File: config.mk
export PLATFORM = sky130hd
export DESIGN_NAME = nic_port
export DESIGN_NICKNAME = d
export VERILOG_FILES = /design/src/rtl/nic_pkg.sv /design/src/rtl/nic_chan_buf.sv /design/src/rtl/nic_port.sv
export SDC_FILE = /design/constraint.sdc
export NUM_CORES = 1
export LEC_CHECK = 0
export CAP_MARGIN = 20
export CORE_UTILIZATION = 42
export CTS_BUF_LIST = sky130_fd_sc_hd__clkbuf_2
export DETAILED_ROUTE_END_ITERATION = 10
export PLACE_DENSITY_LB_ADDON = 0.08
export SLEW_MARGIN = 20
export SYNTH_ARGS = -nofsm -noshare
export SYNTH_HDL_FRONTEND = slang
export SYNTH_SLANG_ARGS = --single-unit
File: constraint.sdc
create_clock -name clk -period 1.74 [get_ports clk]
set_input_delay 0.522 -clock clk [delete_from_list [all_inputs] [get_ports clk]]
set_output_delay 0.522 -clock clk [all_outputs]
set_load 0.01 [all_outputs]
File: src/rtl/nic_pkg.sv
`default_nettype none
// ============================================================================
// Module      : nic_pkg
// Description : Shared constants for the per-node network interface:
//               packet width, register-select codes and the bit that carries
//               the virtual-channel phase in an outbound packet.
// Revision    : 1.0 - initial release
// ============================================================================
package nic_pkg;

  // Packet / register width. Vectors are big-endian: bit 0 is the MSB.
  localparam int DATA_W = 64;

  // Register select codes on addr[0:1].
  localparam logic [1:0] NIC_IBUF  = 2'b00;  // input channel buffer
  localparam logic [1:0] NIC_ISTAT = 2'b01;  // input channel status
  localparam logic [1:0] NIC_OBUF  = 2'b10;  // output channel buffer
  localparam logic [1:0] NIC_OSTAT = 2'b11;  // output channel status

  // Outbound packet bit that must match the router's current VC phase.
  localparam int NIC_VC_BIT = 0;

endpackage
`default_nettype wire

File: src/rtl/nic_chan_buf.sv
`default_nettype none
// ============================================================================
// Module      : nic_chan_buf
// Description : Single-entry channel buffer with a full flag.
//               A write is accepted only while empty; a write while full is
//               dropped without touching the stored data. A clear empties the
//               entry but leaves the data in place (stale reads stay valid).
// Ports       : clk, reset (sync, active-low)
//               i_wr / i_wdata : write strobe and data
//               i_clr          : empty the entry
//               o_data         : stored data
//               o_full         : entry occupied
// Revision    : 1.0 - initial release
// ============================================================================
module nic_chan_buf
  import nic_pkg::*;
#(
  parameter int WIDTH = DATA_W
) (
  input  logic             clk,
  input  logic             reset,
  input  logic             i_wr,
  input  logic [0:WIDTH-1] i_wdata,
  input  logic             i_clr,
  output logic [0:WIDTH-1] o_data,
  output logic             o_full
);

  logic [0:WIDTH-1] r_data;
  logic             r_full;

  // Callers never raise a write and a clear that can both take effect in the
  // same cycle (write needs empty, clear is only meaningful while full), so
  // the priority below only matters for the dropped-write case.
  always_ff @(posedge clk) begin
    if (!reset) begin
      r_data <= '0;
      r_full <= 1'b0;
    end else if (i_wr && !r_full) begin
      r_data <= i_wdata;
      r_full <= 1'b1;
    end else if (i_clr) begin
      r_full <= 1'b0;
    end
  end

  assign o_data = r_data;
  assign o_full = r_full;

endmodule
`default_nettype wire

File: src/rtl/nic_port.sv
`default_nettype none
// ============================================================================
// Module      : nic_port
// Description : Memory-mapped NIC responder. Decodes processor loads/stores
//               on the NIC window and moves 64-bit packets between one
//               single-entry output channel (toward the router) and one
//               single-entry input channel (from the router). Load data is
//               registered and returned one cycle after the request.
// Ports       : clk, reset (sync, active-low)
//               addr[0:1]     : 00 ibuf, 01 istat, 10 obuf, 11 ostat
//               nicdi         : store data
//               nicEN/nicWrEn : access strobe / 1=store, 0=load
//               nicdo         : registered load data
//               net_so/net_ro : send strobe / router ready
//               net_do        : outbound packet
//               net_polarity  : router VC phase
//               net_si/net_ri : router send strobe / NIC ready
//               net_di        : inbound packet
// Revision    : 1.0 - initial release
// ============================================================================
module nic_port
  import nic_pkg::*;
(
  input  logic              clk,
  input  logic              reset,
  input  logic [0:1]        addr,
  input  logic [0:DATA_W-1] nicdi,
  input  logic              nicEN,
  input  logic              nicWrEn,
  output logic [0:DATA_W-1] nicdo,
  output logic              net_so,
  input  logic              net_ro,
  output logic [0:DATA_W-1] net_do,
  input  logic              net_polarity,
  input  logic              net_si,
  output logic              net_ri,
  input  logic [0:DATA_W-1] net_di
);

  logic              w_load;
  logic              w_store;
  logic              w_obuf_wr;
  logic              w_ibuf_clr;
  logic              w_send;
  logic [0:DATA_W-1] w_out_buf;
  logic              w_out_full;
  logic [0:DATA_W-1] w_in_buf;
  logic              w_in_full;
  logic [0:DATA_W-1] r_nicdo;

  assign w_load  = nicEN & ~nicWrEn;
  assign w_store = nicEN &  nicWrEn;

  // Only the output buffer is writable; stores to the other selects vanish.
  assign w_obuf_wr  = w_store && (addr == NIC_OBUF);
  // Reading the input buffer consumes the packet.
  assign w_ibuf_clr = w_load && (addr == NIC_IBUF);

  // A packet leaves only when its VC bit agrees with the router's phase.
  assign w_send = w_out_full & net_ro & (w_out_buf[NIC_VC_BIT] == net_polarity);

  nic_chan_buf #(.WIDTH(DATA_W)) u_out_chan (
    .clk     (clk),
    .reset   (reset),
    .i_wr    (w_obuf_wr),
    .i_wdata (nicdi),
    .i_clr   (w_send),
    .o_data  (w_out_buf),
    .o_full  (w_out_full)
  );

  // A router send while full is a protocol error; the buffer drops it.
  nic_chan_buf #(.WIDTH(DATA_W)) u_in_chan (
    .clk     (clk),
    .reset   (reset),
    .i_wr    (net_si),
    .i_wdata (net_di),
    .i_clr   (w_ibuf_clr),
    .o_data  (w_in_buf),
    .o_full  (w_in_full)
  );

  // Registered load-data mux; holds its value between loads. Status words
  // carry the flag in the least-significant position (bit DATA_W-1).
  always_ff @(posedge clk) begin
    if (!reset) begin
      r_nicdo <= '0;
    end else if (w_load) begin
      case (addr)
        NIC_IBUF:  r_nicdo <= w_in_buf;
        NIC_ISTAT: r_nicdo <= {{(DATA_W-1){1'b0}}, w_in_full};
        NIC_OBUF:  r_nicdo <= w_out_buf;
        default:   r_nicdo <= {{(DATA_W-1){1'b0}}, w_out_full};
      endcase
    end
  end

  assign nicdo  = r_nicdo;
  assign net_so = w_send;
  assign net_do = w_out_buf;
  assign net_ri = ~w_in_full;

endmodule
`default_nettype wire

# Yosys cells after proc, flatten, opt, wreduce, memory -nomap -nowiden
# Index checks and enable logic that the tools add are counted.
dict set report word_totals {
  ff_bits 194
  out_inout_bits 130
  word_cells 28
}
dict set report op_classes {
  eq_ne 3
  muxes 5
  n_bitwise 6
  reduce_logical 9
}
# cell count
set op_table {}
lappend op_table {{$pmux W64 S3} 1}
lappend op_table {{$and A1 B1 Y1} 4}
lappend op_table {{$logic_and A1 B1 Y1} 4}
lappend op_table {{$mux W1} 4}
lappend op_table {{$reduce_bool A2 Y1} 2}
lappend op_table {{$eq A2 B1 Y1 const B} 1}
lappend op_table {{$eq A2 B2 Y1 const B} 1}
lappend op_table {{$logic_not A1 Y1} 2}
lappend op_table {{$logic_not A2 Y1} 1}
lappend op_table {{$not A1 Y1} 2}
lappend op_table {{$eq A1 B1 Y1} 1}

# Depth between registers and ports, before layout
# Gate-level depths: netlist (run 1).
dict set report depth {
  depth_word 5
  ltp_mapped 5
  depth_no_buf 3
}

# By module
# From an unflattened synthesis (run 1), not the netlist that was laid out.
dict set report unflattened {
  hier_cells 790
  hier_area_um2 7898.8
}
# module n_inst cells_each area_each_um2 seq_area_each_um2
set by_module_without_submodules {}
lappend by_module_without_submodules {nic_chan_buf 2 281 2661.3 1301.2}
lappend by_module_without_submodules {nic_port 1 228 2576.2 1281.2}

# Worst setup path before layout (run 1)
# No wires, ideal clock.
dict set report synth_timing {
  path_type {input port to flip-flop}
  from {input nicWrEn}
  to {register r_nicdo (netlist bit nicdo[20])}
  setup_time_ns 0.122
  arrival_ns 1.528
  required_ns 1.618
  slack_ns 0.090
  stages 5
  cell_sequence {nand2b_2 > clkbuf_1 > clkbuf_1 > and3_1 > a221o_1}
}
dict set report synth_between {
  elab_chain_cells 2
}
# item line
set synth_rtl {}
lappend synth_rtl {{start: declaration} nic_port.sv:29} ;# input logic nicWrEn,
lappend synth_rtl {{$not A1 Y1} nic_port.sv:51} ;# assign w_load = nicEN & ~nicWrEn;
lappend synth_rtl {{$and A1 B1 Y1} nic_port.sv:51}
lappend synth_rtl {{end signal: assignment} nic_port.sv:90} ;# NIC_IBUF: r_nicdo <= w_in_buf;
lappend synth_rtl {{end signal: assignment} nic_port.sv:91} ;# NIC_ISTAT: r_nicdo <= {{(DATA_W-1){1'b0}}, w_in_full};
lappend synth_rtl {{end signal: assignment} nic_port.sv:92} ;# NIC_OBUF: r_nicdo <= w_out_buf;
lappend synth_rtl {{end: declaration} nic_port.sv:49} ;# logic [0:DATA_W-1] r_nicdo;
# Every way passes these cells.
# A chain may end at the register's enable or synchronous reset.

# Worst setup path in the final report (run 1)
dict set report layout_timing {
  from {register u_out_chan.r_data (netlist bit u_out_chan.o_data[0])}
  to {output net_so}
}
dict set report layout_between {
  elab_chain_cells 2
}
# item line
set layout_rtl {}
lappend layout_rtl {{start: declaration} nic_chan_buf.sv:29} ;# logic [0:WIDTH-1] r_data;
lappend layout_rtl {{start signal: assignment} nic_chan_buf.sv:40} ;# r_data <= i_wdata;
lappend layout_rtl {{$eq A1 B1 Y1} nic_port.sv:60} ;# assign w_send = w_out_full & net_ro & (w_out_buf[NIC_VC_BIT] == net_polarity);
lappend layout_rtl {{$and A1 B1 Y1} nic_port.sv:60}
lappend layout_rtl {{end: declaration} nic_port.sv:31} ;# output logic net_so,
# Every way passes these cells.

==> results of run 1 <==
[metal layers]
metal | share of wire, % | vias to the layer above | GRT usage, %
met3 | 7.8 | 24 | 6.99
met1 | 44 | 3274 | 31.8
li1 | - | 3369 | -
met2 | 47 | 231 | 39.1
met4 | 1.6 | 0 | 7.12
met5 | 0 | - | 0
[worst paths after layout]
kind                                             to                               from  cells past startpoint  slack (ns)
setup / recovery                             net_so  u_out_chan.o_data[0]$_SDFFE_PN0P_                      3       -0.37
hold / removal    u_in_chan.o_data[35]$_SDFFE_PN0P_                         net_di[35]                      3        0.26
setup reg to reg             nicdo[63]$_SDFFE_PN0P_     u_out_chan.o_full$_SDFFE_PN0P_                      4        0.44
hold reg to reg   u_in_chan.o_data[44]$_SDFFE_PN0P_  u_in_chan.o_data[44]$_SDFFE_PN0P_                      2        0.47
[sequential cells by signal, summed over array words and instances, names as in the netlist]
name and cells:
nicdo 64, u_out_chan.o_full 1, u_in_chan.o_full 1, u_out_chan.o_data 64, u_in_chan.o_data 64
[per-stage QoR]
stage,hold WS [ns],cell area (sq um),setup TNS [ns],util [%]
2_1_floorplan,0.433,7320,0,-
3_3_place_gp,0.443,10300,-42.89,61.3
3_5_place_dp,0.446,10300,-44.63,61.3
4_1_cts,0.193,11300,-12.48,67.2
5_1_grt,0.168,11300,-19.52,67.4
6_report,0.258,11300,-3.49,67.4
[power groups by stage]
stage               logic, mW  clock network [mW]  registers [mW]
floorplan               0.385                   0            4.76
global placement        0.976                   0            4.76
detailed placement      0.979                   0            4.76
CTS                      1.05                2.03            4.68
global route             1.14                2.24            4.70
finish                   1.05                1.97            4.68
[cell families (layout without fill, tap and decap cells)]
logic type / after synthesis / count (layout) / share of synthesized area (%)
simple gates: 329 / 329 / 19.8
flops: 194 / 194 / 53.1
mux: 66 / 66 / 9.20
xor+xnor: 1 / 1 / 0.120
buf+inv: 70 / 399 / 4.56
compound gates: 130 / 130 / 13.3
[layout make-up]
cell class	count	area (sq um)	area share (%)
clock inverters	12	92.6	0.816
repair buffers	366	3700	32.7
inverters	2	7.51	0.0662
clock buffers	19	95.1	0.838
flip-flops and latches	194	4050	35.7
multi-input cells	526	3120	27.5
well taps	220	275	2.43
[repair_timing]
action / CTS / global route
hold buffers: 0 / 0
setup buffers: 64 / 6
pin swaps: 2 / 0
endpoints found under the setup margin: 130 / 130
resized for setup: 802 / 0
[worst min-delay path, stage by stage]
cell             delay [ns]
clkdlybuf4s50_1        0.39
nand2_1                0.05
a21oi_1                0.05
[layout by cell type (no fill, tap or decap), drive strengths merged]
| cell type | synthesis | routed |
|---|---|---|
| a21oi | 65 | 65 |
| a221o | 63 | 63 |
| and3 | 64 | 64 |
| buf | 24 | 231 |
| bufinv | 0 | 1 |
| clkbuf | 44 | 19 |
| clkdlybuf4s50 | 0 | 135 |
| clkinv | 0 | 6 |
| clkinvlp | 0 | 4 |
| dfxtp | 194 | 194 |
| inv | 2 | 3 |
| mux2i | 65 | 65 |
| mux4 | 1 | 1 |
| nand2 | 257 | 257 |
| nand2b | 2 | 2 |
| nand4b | 1 | 1 |
| nor2 | 2 | 2 |
| nor2b | 1 | 1 |
| nor4 | 1 | 1 |
| nor4b | 1 | 1 |
| o2bb2ai | 1 | 1 |
| o31ai | 1 | 1 |
| xnor2 | 1 | 1 |
==> out/qor.yml, run 1 <==
outcome: "complete, but fails checks"
violations: "negative setup slack"
tightestPinTransition_ns: 0.489
gp_congestion: 0.771
synth.largest_area_cell: "dfxtp_1"
htreeDepth: 4
clock-root-buffer: "clkbuf_2"
worstPathCellList: "xnor2_1 > and3_1 > buf_2"
slew_violations: 0
p_per_area_mw_per_mm2: 679
clockBufferDepth: 2
fmax_mhz: 474
drt_first_pass_iters: 7
yosysTopAreaCellShare_pct: 53.1
syn_area_sq_mm: 0.00732
clkSinkCount: 194
internal-power_mw: 5.68
endpoint_kind: "primary output"
finalNetCount: 1244
grt_usage_pct: 24.4
wl_um: 22000
synthCells: 790
area_growth_pct: 55.0
dieWidth_um: 134
rows: 47
synth.most_common_cell: "nand2_1"
vias: 6898
cp_slowest_cell: "dfxtp_2"
clock_latency_ns: 0.76
yosys_register_bits: 194
crit_required_ns: 1.22
clkPwrFrac_pct: 25.5
critPathKind: "reg2out"
grt_max_degree: 98
leakagePower_nw: 4.91
hold_path_class: "in2reg"
via_per_inst: 5.15
power_mw: 7.70
design.core.area_sq_mm: 0.0168
drtIter0Drc: 392
syn_area_per_cell_sq_um: 9.27
dp_hpwl_um: 13900
die_h_um: 134
synth.distinct_cells: 24
setup_ws_ns: -0.370
dieArea_sq_mm: 0.0180
grt_first_pass_wirelength_um: 34200
seq_power_share_pct: 60.8
clk_pin_slew_ns: 0.27
combPwrFrac_pct: 13.7
cp-start-kind: "flop"
wire_per_inst_um: 16.4
antenna_left: 0
grt_overflow: 0
yosys-top-cells-area: "dfxtp_1 53%, nand2_1 13%, mux2i_1 8.9%"
switching_share_pct: 26.2
finalCritPeriodShare_pct: 121
critPathTopFamily: "flip-flops"
place_inst: 1238
async_reset_ff_share_pct: 0
drive_above_1_share_pct: 35.3
clock_skew_ns: 0.0316
io_pins: 267
drv_cap: 0
synth_edf_count: 0
diodes: 0
drc: 0
yosys-top-cells-count: "257 x nand2_1, 194 x dfxtp_1, 65 x a21oi_1, 65 x mux2i_1, 64 x and3_1"
yosysWarnings: 0
path_max_fanout: 2
cts_tree: "yes"
antenna_found_initial: 0
n_fill_cell: 1390
synth_fp_nets: 927
cts_made_buffers: 17
yosys_most_used_dff: "dfxtp_1"
seq_area_frac_synth_pct: 53.1
ir_drop_uv: 346
worstPathArrival_ns: 1.59
setup_viol: 128
min_period_ns: 2.11
worst_path_largest_cell_delay_ns: 0.38
dpl_worst_slack_ns: -0.625
path_buf_inv: 1
start_util_pct: 43.5
io_buffers: 266
rsz0062_at_grt: "true"
stdcell_count: 1339
grt_pass1_vias: 6480
hold_viol_final: 0
p_switching_mw: 2.02
relSlewSlack_pct: 67.4
Note: power is estimated with default switching activity, not from simulation.
==> run 2, diff against run 1 <==
--- a/config.mk
+++ b/config.mk
@@ -6,7 +6,7 @@
 export NUM_CORES = 1
 export LEC_CHECK = 0
 export CAP_MARGIN = 20
-export CORE_UTILIZATION = 42
+export CORE_UTILIZATION = 30
 export CTS_BUF_LIST = sky130_fd_sc_hd__clkbuf_2
 export DETAILED_ROUTE_END_ITERATION = 10
 export PLACE_DENSITY_LB_ADDON = 0.08
==> run 2 against run 1 <==
  * Clock power grew 26%
  * Die area rose by 39%
  * Hold slack got worse by 0.0016 ns
  * Worst setup slack better by 0.037 ns
  * Cell count up 7.7%
  * Largest cell class unchanged
  * Sequential power is essentially flat
  * Sequential share of layout area shrank 0.83 points
  * Global-route usage decreased by 5.1 points
  * The flow still finishes with violations (negative setup slack)
==> out/qor.yml, run 2 (synthesis results as in run 1) <==
n_fill_cell: 2365  # +70%
p_per_area_mw_per_mm2: 708  # +4.4%
startpoint: "u_out_chan.o_data[0]$_SDFFE_PN0P_"
setup_ws_ns: -0.332  # +0.0375 ns
slew_violations: 0  # unchanged
cts_tree: "yes"
fin_setup_tns_ns: -2.62  # +0.864 ns
worstPathArrival_ns: 1.55  # -0.04 ns
stdcell_count: 1442  # +7.7%
dieWidth_um: 158  # +18%
reg2reg_from: "u_out_chan.o_full$_SDFFE_PN0P_"
critPathKind: "reg2out"
power_mw: 8.24  # +7.0%
grt_pass1_vias: 6535  # +0.85%
endpoint_kind: "primary output"
antenna_left: 0  # unchanged
via_per_inst: 4.67  # -9.4%
place_inst: 1342  # +8.4%
hold_viol_final: 0  # unchanged
clock-root-buffer: "clkbuf_2"
io_buffers: 266  # unchanged
vias: 6730  # -2.4%
violations: "negative setup slack"
tightestPinTransition_ns: 0.455  # -0.0338 ns
grt_max_degree: 79  # -19%
finalNetCount: 1245  # +0.080%
grt_overflow: 0  # unchanged
htreeDepth: 4  # unchanged
die_h_um: 158  # +18%
fmax_mhz: 483  # +1.8%
relSlewSlack_pct: 69.6  # +2.3 points
holdPathStages: 3  # unchanged
clock_skew_ns: 0.0586  # +0.0270 ns
start_util_pct: 30.9  # -13 points
outcome: "complete, but fails checks"
leakagePower_nw: 4.98  # +1.5%
drtIter0Drc: 338  # -14%
drv_cap: 0  # unchanged
grt_first_pass_wirelength_um: 37000  # +8.2%
wl_um: 24400  # +11%
drive_above_1_share_pct: 35.8  # +0.47 points
setup_viol: 96  # -25%
design.core.area_sq_mm: 0.0237  # +41%
finalCritPeriodShare_pct: 119  # -2.2 points
area_growth_pct: 58.8
clk_pin_slew_ns: 0.34  # +0.07 ns
dpl_worst_slack_ns: -0.618  # +0.00777 ns
utilization_pct: 49.1  # -18 points
drt_first_pass_iters: 4  # -3
crit_required_ns: 1.22  # about the same
rows: 56  # +19%
reg2reg_depth: 4  # unchanged
clock_latency_ns: 0.76  # about the same
clkSinkCount: 194  # unchanged
clockBufferDepth: 2  # unchanged
io_pins: 267  # unchanged
layout_common_cells: "257 x nand2_1, 135 x clkdlybuf4s50_1, 129 x buf_6"
cp-start-kind: "flop"
ir_drop_uv: 465  # +35%
dp_hpwl_um: 15900  # +14%
dieArea_sq_mm: 0.0250  # +39%
layout_commonest_cell: "nand2_1"
min_period_ns: 2.07  # -0.0375 ns
hold_path_class: "in2reg"
grt_usage_pct: 19.3  # -5.1 points
path_max_fanout: 2  # unchanged
cts_made_buffers: 17  # unchanged
antenna_found_initial: 2  # +2
wire_per_inst_um: 16.9  # +2.8%
gp_congestion: 0.737  # -4.4%
min-delay-start: "nicdi[55]"
rsz0062_at_grt: "true"
drc: 0  # unchanged
==> run 2: cell count changes in the layout (fill, tap and decap cells not counted), sizes merged <==
cell / previous run / this run
inv: 3 / 12
clkinv: 6 / 2
clkinvlp: 4 / 1
clkbuf: 19 / 17
diode: 0 / 2
buf: 231 / 232
bufinv: 1 / 2
==> run 2: worst max-delay path, stage by stage, from the launching register on <==
cell     delay [ns]
dfxtp_2        0.40
xnor2_1        0.12
and3_1         0.19
buf_2          0.13
==> run 2: per-stage QoR <==
step	hold slack, ns	cell area, sq um
floorplan	0.433	7320
global placement	0.443	10500
detailed placement	0.447	10500
CTS	0.160	11600
global route	0.159	11600
finish	0.257	11600
==> run 2: worst paths after layout <==
check                                                          end  slack (ns)
worst max-delay path                                        net_so       -0.33
worst min-delay path            u_out_chan.o_data[55]$_SDFFE_PN0P_        0.26
worst max register to register  u_out_chan.o_data[19]$_SDFFE_PN0P_        0.44
worst min register to register    u_in_chan.o_data[5]$_SDFFE_PN0P_        0.47
==> run 2: cell type report <==
class	instances	area, sq um	share of cell area (%)
inverters	2	7.51	0.0646
repair buffers	367	3770	32.5
diodes	2	5.00	0.0430
clock inverters	15	183	1.57
multi-input cells	526	3120	26.8
clock buffers	17	85.1	0.732
flip-flops and latches	194	4050	34.9
well taps	319	399	3.43
==> run 2: timing repair <==
item,4_1_cts,5_1_grt
resized for setup,813,0
buffers inserted,64,2
setup endpoints to repair,130,130
hold buffers,0,0
pin swaps,2,1
==> run 2: power breakdown <==
part           total (mW)  leakage [nW]  switching [mW]  internal [mW]
sequential           4.68          1.64          0.0816           4.60
clock                2.48         0.159            1.74          0.743
combinational        1.07          3.18           0.478          0.597
total                8.24          4.98            2.30           5.94
==> run 2: metal layers <==
metal,routed length (um),track usage (%)
met1,11300,25.3
met2,11500,31.8
met3,1330,4.82
met4,259,4.21
met5,13,0
==> run 3, diff against run 2 <==
--- a/config.mk
+++ b/config.mk
@@ -10,6 +10,7 @@
 export CTS_BUF_LIST = sky130_fd_sc_hd__clkbuf_2
 export DETAILED_ROUTE_END_ITERATION = 10
 export PLACE_DENSITY_LB_ADDON = 0.08
+export SKIP_LAST_GASP = 1
 export SLEW_MARGIN = 20
 export SYNTH_ARGS = -nofsm -noshare
 export SYNTH_HDL_FRONTEND = slang
==> results of run 3 <==
Final layout, timing and power as in run 2 (identical DEF).
